--- config.mk ---
export PLATFORM = sky130hd
export DESIGN_NAME = regfile_2r1w
export DESIGN_NICKNAME = d
export VERILOG_FILES = /design/src/rtl/regfile_2r1w.sv
export SDC_FILE = /design/constraint.sdc
export NUM_CORES = 1
export LEC_CHECK = 0
export BUFFER_PORTS_ARGS = -buffer_cell sky130_fd_sc_hd__buf_2
export CAP_MARGIN = 20
export CORE_MARGIN = 2
export CORE_UTILIZATION = 29
export CTS_BUF_LIST = sky130_fd_sc_hd__clkbuf_4 sky130_fd_sc_hd__clkbuf_8 sky130_fd_sc_hd__clkbuf_16
export DETAILED_ROUTE_END_ITERATION = 10
export GPL_TIMING_DRIVEN = 0
export MAX_ROUTING_LAYER = met4
export PLACE_DENSITY = 0.56
export SLEW_MARGIN = 20
export SYNTH_ARGS = -nofsm -noshare
export SYNTH_HDL_FRONTEND = slang
export SYNTH_SLANG_ARGS = --single-unit
--- constraint.sdc ---
create_clock -name clock -period 1.6 [get_ports clock]
set_input_delay 0.16 -clock clock [delete_from_list [all_inputs] [get_ports clock]]
set_output_delay 0.16 -clock clock [all_outputs]
set_load 0.005 [all_outputs]
--- src/rtl/regfile_2r1w.sv ---
// regfile_2r1w
//   Register file with two registered read ports and one write port. After
//   reset or a clear pulse, the block zero-fills every entry, one entry per
//   clock, before it accepts any reads or writes.
//
//   Parameters
//     DATA_WIDTH   entry width in bits
//     ADDR_WIDTH   address width; DEPTH = 2**ADDR_WIDTH
//
//   Ports
//     clock                      rising-edge clock
//     reset                      asynchronous active-low reset
//     clear                      synchronous restart of the zero-fill
//     init_done                  storage initialised, ports accepted
//     write_en / write_address / write_data    write port
//     rdN_en / rdN_address       read request, ports 0 and 1
//     rdN_data / rdN_valid       registered read result; valid is a one-cycle pulse
//
//   Build option
//     REGFILE_BYPASS_EN  defined:   a same-cycle read of the address being
//                                   written returns write_data (write-first).
//                        undefined: that read returns the old entry (read-first).

// Per-port read pipeline: one register stage for data and valid.
module regfile_rd_port #(
  parameter int DATA_WIDTH = 8,
  parameter int ADDR_WIDTH = 2,
  parameter int DEPTH      = 4
) (
  input  logic                             clock,
  input  logic                             reset,
  input  logic                             accept,
  input  logic                             en,
  input  logic [ADDR_WIDTH-1:0]            address,
  input  logic [DEPTH-1:0][DATA_WIDTH-1:0] mem,
  input  logic                             wr_fire,
  input  logic [ADDR_WIDTH-1:0]            write_address,
  input  logic [DATA_WIDTH-1:0]            write_data,
  output logic [DATA_WIDTH-1:0]            data,
  output logic                             valid
);

  logic [DATA_WIDTH-1:0] rd_value;

`ifdef REGFILE_BYPASS_EN
  // Forward the in-flight write so the read sees the new value.
  always_comb begin
    rd_value = mem[address];
    if (wr_fire && (write_address == address)) rd_value = write_data;
  end
`else
  // Read-first: the array still holds the old value at this edge.
  always_comb begin
    rd_value = mem[address];
  end

  // Write-side inputs only matter when forwarding is built in.
  logic unused_fwd;
  assign unused_fwd = ^{wr_fire, write_address, write_data};
`endif

  always_ff @(posedge clock or negedge reset) begin
    if (!reset) begin
      valid <= 1'b0;
      data  <= '0;
    end else begin
      valid <= accept && en;
      // Data holds its last value whenever no read is accepted.
      if (accept && en) data <= rd_value;
    end
  end

endmodule

module regfile_2r1w #(
  parameter int DATA_WIDTH = 8,
  parameter int ADDR_WIDTH = 2
) (
  input  logic                  clock,
  input  logic                  reset,
  input  logic                  clear,
  output logic                  init_done,
  input  logic                  write_en,
  input  logic [ADDR_WIDTH-1:0] write_address,
  input  logic [DATA_WIDTH-1:0] write_data,
  input  logic                  rd0_en,
  input  logic [ADDR_WIDTH-1:0] rd0_address,
  output logic [DATA_WIDTH-1:0] rd0_data,
  output logic                  rd0_valid,
  input  logic                  rd1_en,
  input  logic [ADDR_WIDTH-1:0] rd1_address,
  output logic [DATA_WIDTH-1:0] rd1_data,
  output logic                  rd1_valid
);

  localparam int DEPTH     = 2 ** ADDR_WIDTH;
  localparam int NUM_PORTS = 2;
  localparam logic [ADDR_WIDTH-1:0] LAST = ADDR_WIDTH'(DEPTH - 1);

  typedef enum logic {INIT, IDLE} state_t;

  state_t                           state;
  logic [ADDR_WIDTH-1:0]            cnt;
  logic [DEPTH-1:0][DATA_WIDTH-1:0] mem;

  // A clear edge overrides everything, so nothing is accepted while it is high.
  logic accept;
  logic wr_fire;
  assign accept  = (state == IDLE) && !clear;
  assign wr_fire = accept && write_en;

  // Control FSM: INIT walks cnt over every entry, then IDLE serves the ports.
  always_ff @(posedge clock or negedge reset) begin
    if (!reset) begin
      state     <= INIT;
      cnt       <= '0;
      init_done <= 1'b0;
    end else if (clear) begin
      state     <= INIT;
      cnt       <= '0;
      init_done <= 1'b0;
    end else if (state == INIT) begin
      cnt <= cnt + 1'b1;  // wraps back to 0 on the last entry
      if (cnt == LAST) begin
        state     <= IDLE;
        init_done <= 1'b1;
      end
    end
  end

  // Storage has no reset; the INIT fill is the only thing that zeroes it.
  always_ff @(posedge clock) begin
    if (!clear) begin
      if (state == INIT)  mem[cnt]           <= '0;
      else if (write_en)  mem[write_address] <= write_data;
    end
  end

  // Read ports, one instance per port.
  logic [NUM_PORTS-1:0]                 rd_en;
  logic [NUM_PORTS-1:0][ADDR_WIDTH-1:0] rd_addr;
  logic [NUM_PORTS-1:0][DATA_WIDTH-1:0] rd_dat;
  logic [NUM_PORTS-1:0]                 rd_vld;

  assign rd_en   = {rd1_en, rd0_en};
  assign rd_addr = {rd1_address, rd0_address};

  for (genvar g = 0; g < NUM_PORTS; g++) begin : g_rd
    regfile_rd_port #(
      .DATA_WIDTH (DATA_WIDTH),
      .ADDR_WIDTH (ADDR_WIDTH),
      .DEPTH      (DEPTH)
    ) u_rd (
      .clock         (clock),
      .reset         (reset),
      .accept        (accept),
      .en            (rd_en[g]),
      .address       (rd_addr[g]),
      .mem           (mem),
      .wr_fire       (wr_fire),
      .write_address (write_address),
      .write_data    (write_data),
      .data          (rd_dat[g]),
      .valid         (rd_vld[g])
    );
  end

  assign rd0_data  = rd_dat[0];
  assign rd1_data  = rd_dat[1];
  assign rd0_valid = rd_vld[0];
  assign rd1_valid = rd_vld[1];

endmodule
======== Word-level counts from Yosys, hierarchy flattened ========
Index checks and enable logic that the tools add are counted.
storage, ports and cells
  word-level logic and storage cells ...... 52
  register bits after elaboration ......... 54
operators by class
  $lt $le $gt $ge ......................... 6
  bitwise gates (word level) .............. 3
  reduce and logical (&&, ||, !) cells .... 9
  muxes and demuxes ....................... 19
  $add $sub $neg .......................... 1
  equality and inequality tests ........... 3
operators with widths
  operator                                             count
  2-to-1 mux 32 bit                                    2
  bitwise AND 32 bit                                   1
  binary-select mux 8 bit (select 2 bit)               2
  bitwise mux 32 bit                                   1
  demux 8 bit (select 2 bit)                           2
  2-to-1 mux 8 bit                                     4
  inverter 32 bit                                      1
  < comparator 2 x 3 -> 1 bit, second input constant   4
  2-to-1 mux 1 bit                                     6
  logical AND 1 bit                                    5
  >= comparator 2 x 1 -> 1 bit, second input constant  2
  2-to-1 mux 2 bit                                     2
  inequality test 2 bit, second input constant         2
  AND reduction 2 bit                                  2
  adder 2 x 1 -> 2 bit, second input constant          1
  == test 2 bit, second input constant                 1
  nonzero test 2 bit                                   1
  logical NOT 1 bit                                    1
  inverter 1 bit                                       1

======== Logic depth before layout (Yosys ltp) ========
Gate-level depths: netlist of the first run.
  depth in word-level cells ............... 7
  depth in mapped cells ................... 4
  gate-level depth less buffers ........... 4

======== Cells and area by module ========
From an unflattened synthesis of the first run, not the netlist that was laid out.
unflattened totals
  cells, all modules ...................... 173
  area total of the unflattened synthesis .. 2736.4 um^2
modules (own cells, without submodules)
  module           cells each  area an instance (um^2)  instances
  regfile_2r1w     115         1700.4                   1
  regfile_rd_port  29          518.0                    2

======== Worst setup path after synthesis of the first run ========
OpenSTA, ideal clock, no wires.
  kind .................................... register to register
  start ................................... reg state
  end ..................................... reg mem[10] (netlist bit) (enable)
  path buffers ............................ 2
  stages on the path, launching flop included .. 4
  setup slack ............................. 0.045 ns
  data arrival time ....................... 1.179 ns
  period minus slack after synthesis ...... 1.555 ns
  cells stage by stage .................... dfrtp_1 buf_2 buf_1 a21oi_1
between the ends
  longest elaborated chain between the ends .. 2
RTL lines
  element                          RTL line  text
  start, declared                  102       state_t state;
  start signal, assigned           115       state <= INIT;
  start signal, assigned           119       state <= INIT;
  start signal, assigned           125       state <= IDLE;
  inequality test 2 bit (no line)  n/a
  AND reduction 2 bit (no line)    n/a
  end signal, assigned by index    135       else if (write_en) mem[write_address] <= write_data;
  end, declared                    104       logic [DEPTH-1:0][DATA_WIDTH-1:0] mem;
No other way between the ends.
A chain may end at the register's enable or synchronous reset.

======== Worst setup path in the final report of the first run ========
  start ................................... reg cnt[0]
  end ..................................... reg mem[29] (netlist bit) (data pin)
between the ends
  longest elaborated chain between the ends .. 7
  elaborated cells between the ends (all ways) .. 8
  classes of those cells .................. order compare (2); mux (3); bitwise (2); reduce/logical (1)
RTL lines
  element                                                                                            RTL line  text
  start, declared                                                                                    103       logic [ADDR_WIDTH-1:0] cnt;
  start signal, assigned                                                                             123       cnt <= cnt + 1'b1;
  < comparator 2 x 3 -> 1 bit (implied by the code) or >= comparator 2 x 1 -> 1 bit (tied branches)  134       if (state == INIT) mem[cnt] <= '0;
  logical AND 1 bit (implied by the code)                                                            134
  2-to-1 mux 8 bit (implied by the code)                                                             134
  demux 8 bit (select 2 bit) *                                                                       134
  inverter 32 bit (no line) *                                                                        n/a
  bitwise AND 32 bit (no line) *                                                                     n/a
  2-to-1 mux 32 bit *                                                                                134
Mark *: on every way between the ends. The rest lies on a longest branch, timed or not.

==> out/metrics.cfg, run 1 <==
[worst_setup_path]
crit_required_ps=1780
worstSetupPathType=flop to flop
slowest_stage=nor2_1
cp_max_fo=8
cp-start-kind=flop
slowest_delay_ps=490
crit_path_end_kind=flop
cp_cell_sequence=ha_1 > nor2_1 > a2bb2o_1
crit_arrival_ps=1710

[synth]
synth_top_family_by_area=multiplexers
netlist_instances=178
synth_compound_area_frac=0.120
synth-simple-area-share=0.0542
syn_nets=202
syn_area_sq_um=2770
yosysTopAreaCell=edfxtp_1
ys_types=28
ys_async_sr_fraction=0.407
synth_commonest_cells=edfxtp_1 (32), dfrtp_1 (22), a32o_1 (21)
netlist.area_leader.share=0.347
ys.flop_type=edfxtp_1
yosys_register_bits=54
synth.most_common_cell=edfxtp_1
synthMuxAreaShare=0.221
synth_edf_count=32
synth_fa_ha_area_frac=0.0181
synthTopCellsByArea=edfxtp_1 (35%), dfrtp_1 (20%), mux4_2 (13%)
yosysWarnings=0
ys_seq_area_frac=0.546
synth_xor_area_frac=0.00316
syn_avg_cell_area_sq_um=15.5

[sta]
fin_crit_ps=1530
finalSetupViolCount=0
worstMarginPinSlew_ps=614
grt_setup_unrepaired=no
final-hold-violation-count=0
timing.fmax_ghz=0.654
period_share=0.956
maxSlewHeadroom=0.589
drv_slew=0
holdWs_ps=211
finClkSkew_ps=7.83
fin_ws_ps=70.6

[pwr]
internal_power_uw=3120
clockPowerShare=0.219
peakVddDrop_v=0.000424
pwr-share-comb=0.277
swShare=0.267
p_leak_uw=0.00128
power_frac_seq=0.503
p_per_area_nw_per_um2=1310
power.switching_uw=1130

[global_routing]
grt_start_max_net_pins=23
globalRouteOverflowTotal=0
antenna_found_initial=0
track_usage=0.129
grt_pass1_vias=1820
grt_pass1_wl_um=9920

[cts]
cts_buffer_depth=2
insertion_delay_ps=310
cts_htree_levels=2
cts_made_buffers=5
clk_pin_slew_worst_paths_ps=100
cts_tree=done
cts.sinks=54
clock_tree.root_cell=clkbuf_8

[finish]
drive_gt1_frac=0.399
nNetsFinal=241
area_delta_synth_final_pct=17.6
antenna_cells=0

[route]
vias=1699
avgViaCountPerCell=4.90
wirelength_um=5890
drt_iter0_drc=94
drt_first_pass_iters=5
ant_nets=0
wl_per_cell_um=17.0
drc_errors=0

[placement]
dpl.hpwl_um=4610
pre_cts_ws_ps=-368
place_congestion=0.786
io_buffers=31

[outcome]
outcome=finished, final reports clean

[floorplan]
fp.dieH_um=102
initial_core_util=0.300
boundaryPins=39
coreArea_sq_um=9240
fp.dieW_um=102
dieArea_sq_um=10300
rows=35

[hold_path]
min_path_type=primary input to flop

[job]
drv_cap=0

[layout make-up]
class,instances,area [sq um]
plain buffers,16,90.1
clock buffers,7,83.8
clock inverters,1,30.0
fillers,899,5990
inverters,4,15.0
multi-input cells,104,1200
flip-flops and latches,54,1510
well taps,129,161
repair buffers,32,165
[layer usage]
metal	vias up	GRT usage	share of wire
met5	-	-	0
met4	0	0.0395	0.015
met3	6	0.0235	0.036
met2	42	0.203	0.48
met1	856	0.168	0.47
li1	795	-	-
[worst paths after layout]
kind	from	to	slack [ps]	cells past startpoint
min in group asynchronous	reset	cnt[1]$_DFFE_PN0P_	330	2
worst min register to register	g_rd[1].u_rd.data[7]$_DFFE_PN0P_	g_rd[1].u_rd.data[7]$_DFFE_PN0P_	510	1
worst max register to register	cnt[0]$_DFFE_PN0P_	mem[29]$_DFFE_PP_	70	3
worst max-delay path	cnt[0]$_DFFE_PN0P_	mem[29]$_DFFE_PP_	70	3
worst min-delay path	clear	cnt[0]$_DFFE_PN0P_	210	2
max in group asynchronous	reset	g_rd[0].u_rd.data[2]$_DFFE_PN0P_	940	2
[through the flow]
stage | TNS [ps] | power [uW] | utilization | cell area, sq um | std cells
floorplan | 0 | 2910 | - | 2770 | 178
global placement | -9380 | 3300 | 0.334 | 3080 | 338
detailed placement | -10090 | 3350 | 0.334 | 3080 | 338
CTS | 0 | 4290 | 0.352 | 3250 | 347
global route | 0 | 4520 | 0.352 | 3250 | 347
finish | 0 | 4250 | 0.352 | 3250 | 347
[flip-flops by register name, summed over array words and instances, names as in the netlist]
register,count
state,1
mem,32
g_rd.u_rd.data,16
init_done,1
g_rd.u_rd.valid,2
cnt,2
[worst max-delay path: cells and delay by family (launching register included)]
family                     cells  cell delay, ps
AOI/OAI and AO/OA              1             240
DFF                            1             430
and+or+nand+nor                1             490
adders and majority gates      1             250
[power groups by stage]
| stage | registers, uW | clock network (uW) | logic [uW] |
|---|---|---|---|
| CTS | 2140 | 953 | 1200 |
| finish | 2140 | 933 | 1180 |
| detailed placement | 2170 | 0 | 1170 |
| global route | 2190 | 1020 | 1300 |
| floorplan | 2110 | 0 | 794 |
| global placement | 2160 | 0 | 1150 |
[cell families after synthesis]
logic type,after synthesis
simple gates,29
fa+ha+maj,4
compound gates,37
flops,54
buf+inv,20
mux,33
xor+xnor,1
[repair_timing]
item,CTS,global route
buffers inserted,0,0
endpoints found under the setup margin,32,0
hold buffers,1,0
endpoints found under the hold margin,22,0
gates resized for setup,9,0
[cells in the final DEF (no fill, tap or decap)]
master | Yosys | final
nand2b_1 | 2 | 2
dfrtp_1 | 22 | 22
mux2_4 | 16 | 16
a21oi_1 | 5 | 1
xor2_1 | 1 | 1
o2bb2ai_1 | 6 | 6
a2bb2o_1 | 1 | 1
bufinv_16 | 0 | 1
nand3b_1 | 2 | 2
nand2_1 | 9 | 9
mux2i_1 | 1 | 1
and3b_1 | 2 | 2
inv_1 | 4 | 4
clkbuf_8 | 0 | 5
nor2b_1 | 2 | 2
nand3_1 | 1 | 1
buf_6 | 2 | 2
ha_1 | 4 | 4
nor2_1 | 8 | 8
or3b_1 | 1 | 1
nor3b_1 | 2 | 2
dlygate4sd3_1 | 0 | 1
clkbuf_4 | 0 | 2
buf_4 | 2 | 2
mux4_2 | 16 | 16
edfxtp_1 | 32 | 32
a31o_2 | 2 | 2
o32ai_1 | 2 | 2
buf_1 | 3 | 2
buf_2 | 5 | 37
clkbuf_1 | 4 | 4
a32o_1 | 21 | 21
a21oi_4 | 0 | 4
Note: power is estimated with default switching activity, not from simulation.
==> run 2, diff against run 1 <==
--- a/config.mk
+++ b/config.mk
@@ -7,13 +7,13 @@
 export LEC_CHECK = 0
 export BUFFER_PORTS_ARGS = -buffer_cell sky130_fd_sc_hd__buf_2
 export CAP_MARGIN = 20
-export CORE_MARGIN = 2
-export CORE_UTILIZATION = 29
+export CORE_MARGIN = 5
+export CORE_UTILIZATION = 45
 export CTS_BUF_LIST = sky130_fd_sc_hd__clkbuf_4 sky130_fd_sc_hd__clkbuf_8 sky130_fd_sc_hd__clkbuf_16
 export DETAILED_ROUTE_END_ITERATION = 10
 export GPL_TIMING_DRIVEN = 0
 export MAX_ROUTING_LAYER = met4
-export PLACE_DENSITY = 0.56
+export PLACE_DENSITY = 0.76
 export SLEW_MARGIN = 20
 export SYNTH_ARGS = -nofsm -noshare
 export SYNTH_HDL_FRONTEND = slang
==> constraint.sdc (replaced) <==
create_clock -name clock -period 1.6 [get_ports clock]
set_input_delay 0.24 -clock clock [delete_from_list [all_inputs] [get_ports clock]]
set_output_delay 0.24 -clock clock [all_outputs]
set_load 0.005 [all_outputs]
==> run 2 against run 1 <==
  * Count of clock-buffer cells in the layout unchanged
  * Core utilization up 18 points
  * Routed wire length down 1.2%
  * Sequential power about the same
  * Die area down 24%
  * Total power up 0.66%
  * Flip-flop and latch count unchanged
  * Cell area down 2.0%
  * Critical path depth unchanged
  * Highest routed layer unchanged
==> out/metrics.cfg, run 2 (same netlist as run 1, synthesis figures left out) <==
[outcome]
outcome=finished, final reports clean

[floorplan]
fp.dieW_um=88.4  ; -13%
rows=28  ; -20%
coreArea_sq_um=5960  ; -36%
boundaryPins=39  ; unchanged
initial_core_util=0.465  ; +0.165
dieArea_sq_um=7820  ; -24%
fp.dieH_um=88.4  ; -13%

[cts]
clock_tree.root_cell=clkbuf_8
cts_buffer_depth=2  ; unchanged
cts.sinks=54  ; unchanged
clk_pin_slew_worst_paths_ps=90  ; about the same
cts_tree=done
cts_made_buffers=5  ; unchanged
cts_htree_levels=2  ; unchanged
insertion_delay_ps=310  ; about the same

[sta]
grt_setup_unrepaired=no
finalSetupViolCount=0  ; unchanged
worstMarginPinSlew_ps=515  ; -99.2 ps
finClkSkew_ps=10.1  ; +2.28 ps
fin_crit_ps=1500  ; -32.7 ps
maxSlewHeadroom=0.656  ; +0.0664
finalSetupTns_ps=0  ; unchanged
final-hold-violation-count=0  ; unchanged
timing.fmax_ghz=0.668  ; +2.2%
drv_slew=0  ; unchanged
period_share=0.935  ; -0.0204

[worst_setup_path]
reg2reg_from=state$_DFF_PN0_
cp_max_fo=10  ; +2
worstSetupPathType=flop to flop
crit_arrival_ps=1480  ; -230 ps
crit_path_start=state$_DFF_PN0_
crit_path_end_kind=flop
cp-start-kind=flop
crit_required_ps=1580  ; -200 ps
worst_r2r_path_depth=3  ; unchanged

[hold_path]
min-delay-start=clear
min_path_type=primary input to flop
min_path_cells=2  ; unchanged

[global_routing]
grt_pass1_wl_um=9940  ; +0.20%
track_usage=0.173  ; +0.0447
antenna_found_initial=0  ; unchanged
grt_start_max_net_pins=23  ; unchanged
grt_pass1_vias=1870  ; +2.7%
globalRouteOverflowTotal=0  ; unchanged

[route]
drt_first_pass_iters=4  ; -1
avgViaCountPerCell=6.02  ; +23%
drc_errors=0  ; unchanged
vias=1765  ; +3.9%
ant_nets=0  ; unchanged
wirelength_um=5820  ; -1.2%
wl_per_cell_um=19.8  ; +17%
drt_iter0_drc=181  ; +93%

[pwr]
power_frac_seq=0.502  ; about the same
swShare=0.271  ; +0.00429
power.total_uw=4280  ; +0.66%
pwr-share-comb=0.280  ; +0.003
power.switching_uw=1160  ; +2.3%
p_per_area_nw_per_um2=1340  ; +2.7%
p_leak_uw=0.00128  ; about the same
clockPowerShare=0.217  ; -0.002
peakVddDrop_v=0.000747  ; +76%
internal_power_uw=3120  ; about the same

[finish]
nNetsFinal=241  ; unchanged
area_delta_synth_final_pct=15.2
drive_gt1_frac=0.404  ; +0.00459
n_fill_cell=492  ; -45%
top_register=mem
final_cell_mix=buf_2 (37), edfxtp_1 (32), dfrtp_1 (22)
antenna_cells=0  ; unchanged
largest_reg_flops=32  ; unchanged
layout_commonest_cell=buf_2
top_regs=mem (32), g_rd.u_rd.data (16)
postLayoutCoreUtil=0.536  ; +0.183

[placement]
io_buffers=31  ; unchanged
dpl.hpwl_um=4510  ; -2.1%
place_congestion=0.834  ; +6.2%

[job]
drv_cap=0  ; unchanged

-- run 2: cell count changes in the layout (fill, tap and decap cells not counted) --
cell,before,now
nor2_2,0,1
nor2_1,8,7
-- run 2: final cells by class --
type,count,area (sq um),area share
inverters,4,15.0,0.00471
clock inverters,1,30.0,0.00942
repair buffers,32,165,0.0518
multi-input cells,104,1200,0.376
plain buffers,16,90.1,0.0282
flip-flops and latches,54,1510,0.474
clock buffers,7,83.8,0.0263
well taps,75,93.8,0.0294
-- run 2: power by group through the flow --
stage	clock, uW	combinational, uW	sequential [uW]
after global placement	0	1130	2140
after floorplan	0	796	2110
after detailed placement	0	1180	2180
final	930	1200	2150
after CTS	939	1210	2150
after global routing	1000	1310	2200
-- run 2: metrics by stage --
stage          instances  hold slack (ps)  instance area, sq um  worst slack [ps]
2_1_floorplan        178            -55.6                  2770              32.6
3_3_place_gp         284              207                  3020              -307
3_5_place_dp         284              221                  3020              -340
4_1_cts              293              286                  3190              67.4
5_1_grt              293              284                  3190              28.1
6_report             293              292                  3190               103
-- run 2: timing repair --
action / 4_1_cts / 5_1_grt
endpoints found under the setup margin: 32 / 2
hold endpoints to repair: 22 / 0
hold buffers: 1 / 0
setup buffers: 0 / 0
cloned: 0 / 0
gates resized for setup: 8 / 1
-- run 2: final timing paths --
path,slack [ps],endpoint
max,100,mem[11]$_DFFE_PP_
min,290,state$_DFF_PN0_
max reg2reg,100,mem[11]$_DFFE_PP_
max in group asynchronous,860,g_rd[1].u_rd.data[1]$_DFFE_PN0P_
min reg2reg,510,g_rd[0].u_rd.data[6]$_DFFE_PN0P_
min in group asynchronous,410,cnt[1]$_DFFE_PN0P_
-- run 2: per-layer routing --
layer	vias to the layer above	track usage	routed length [um]
met3	14	0.0354	414
met4	0	0.0632	133
li1	798	-	-
met2	78	0.290	2990
met5	-	-	0
met1	875	0.207	2280
-- run 2: critical path: stages (launching register included) --
cell     delay, ps
dfrtp_1        390
buf_2          190
buf_2          250
a21oi_4        330
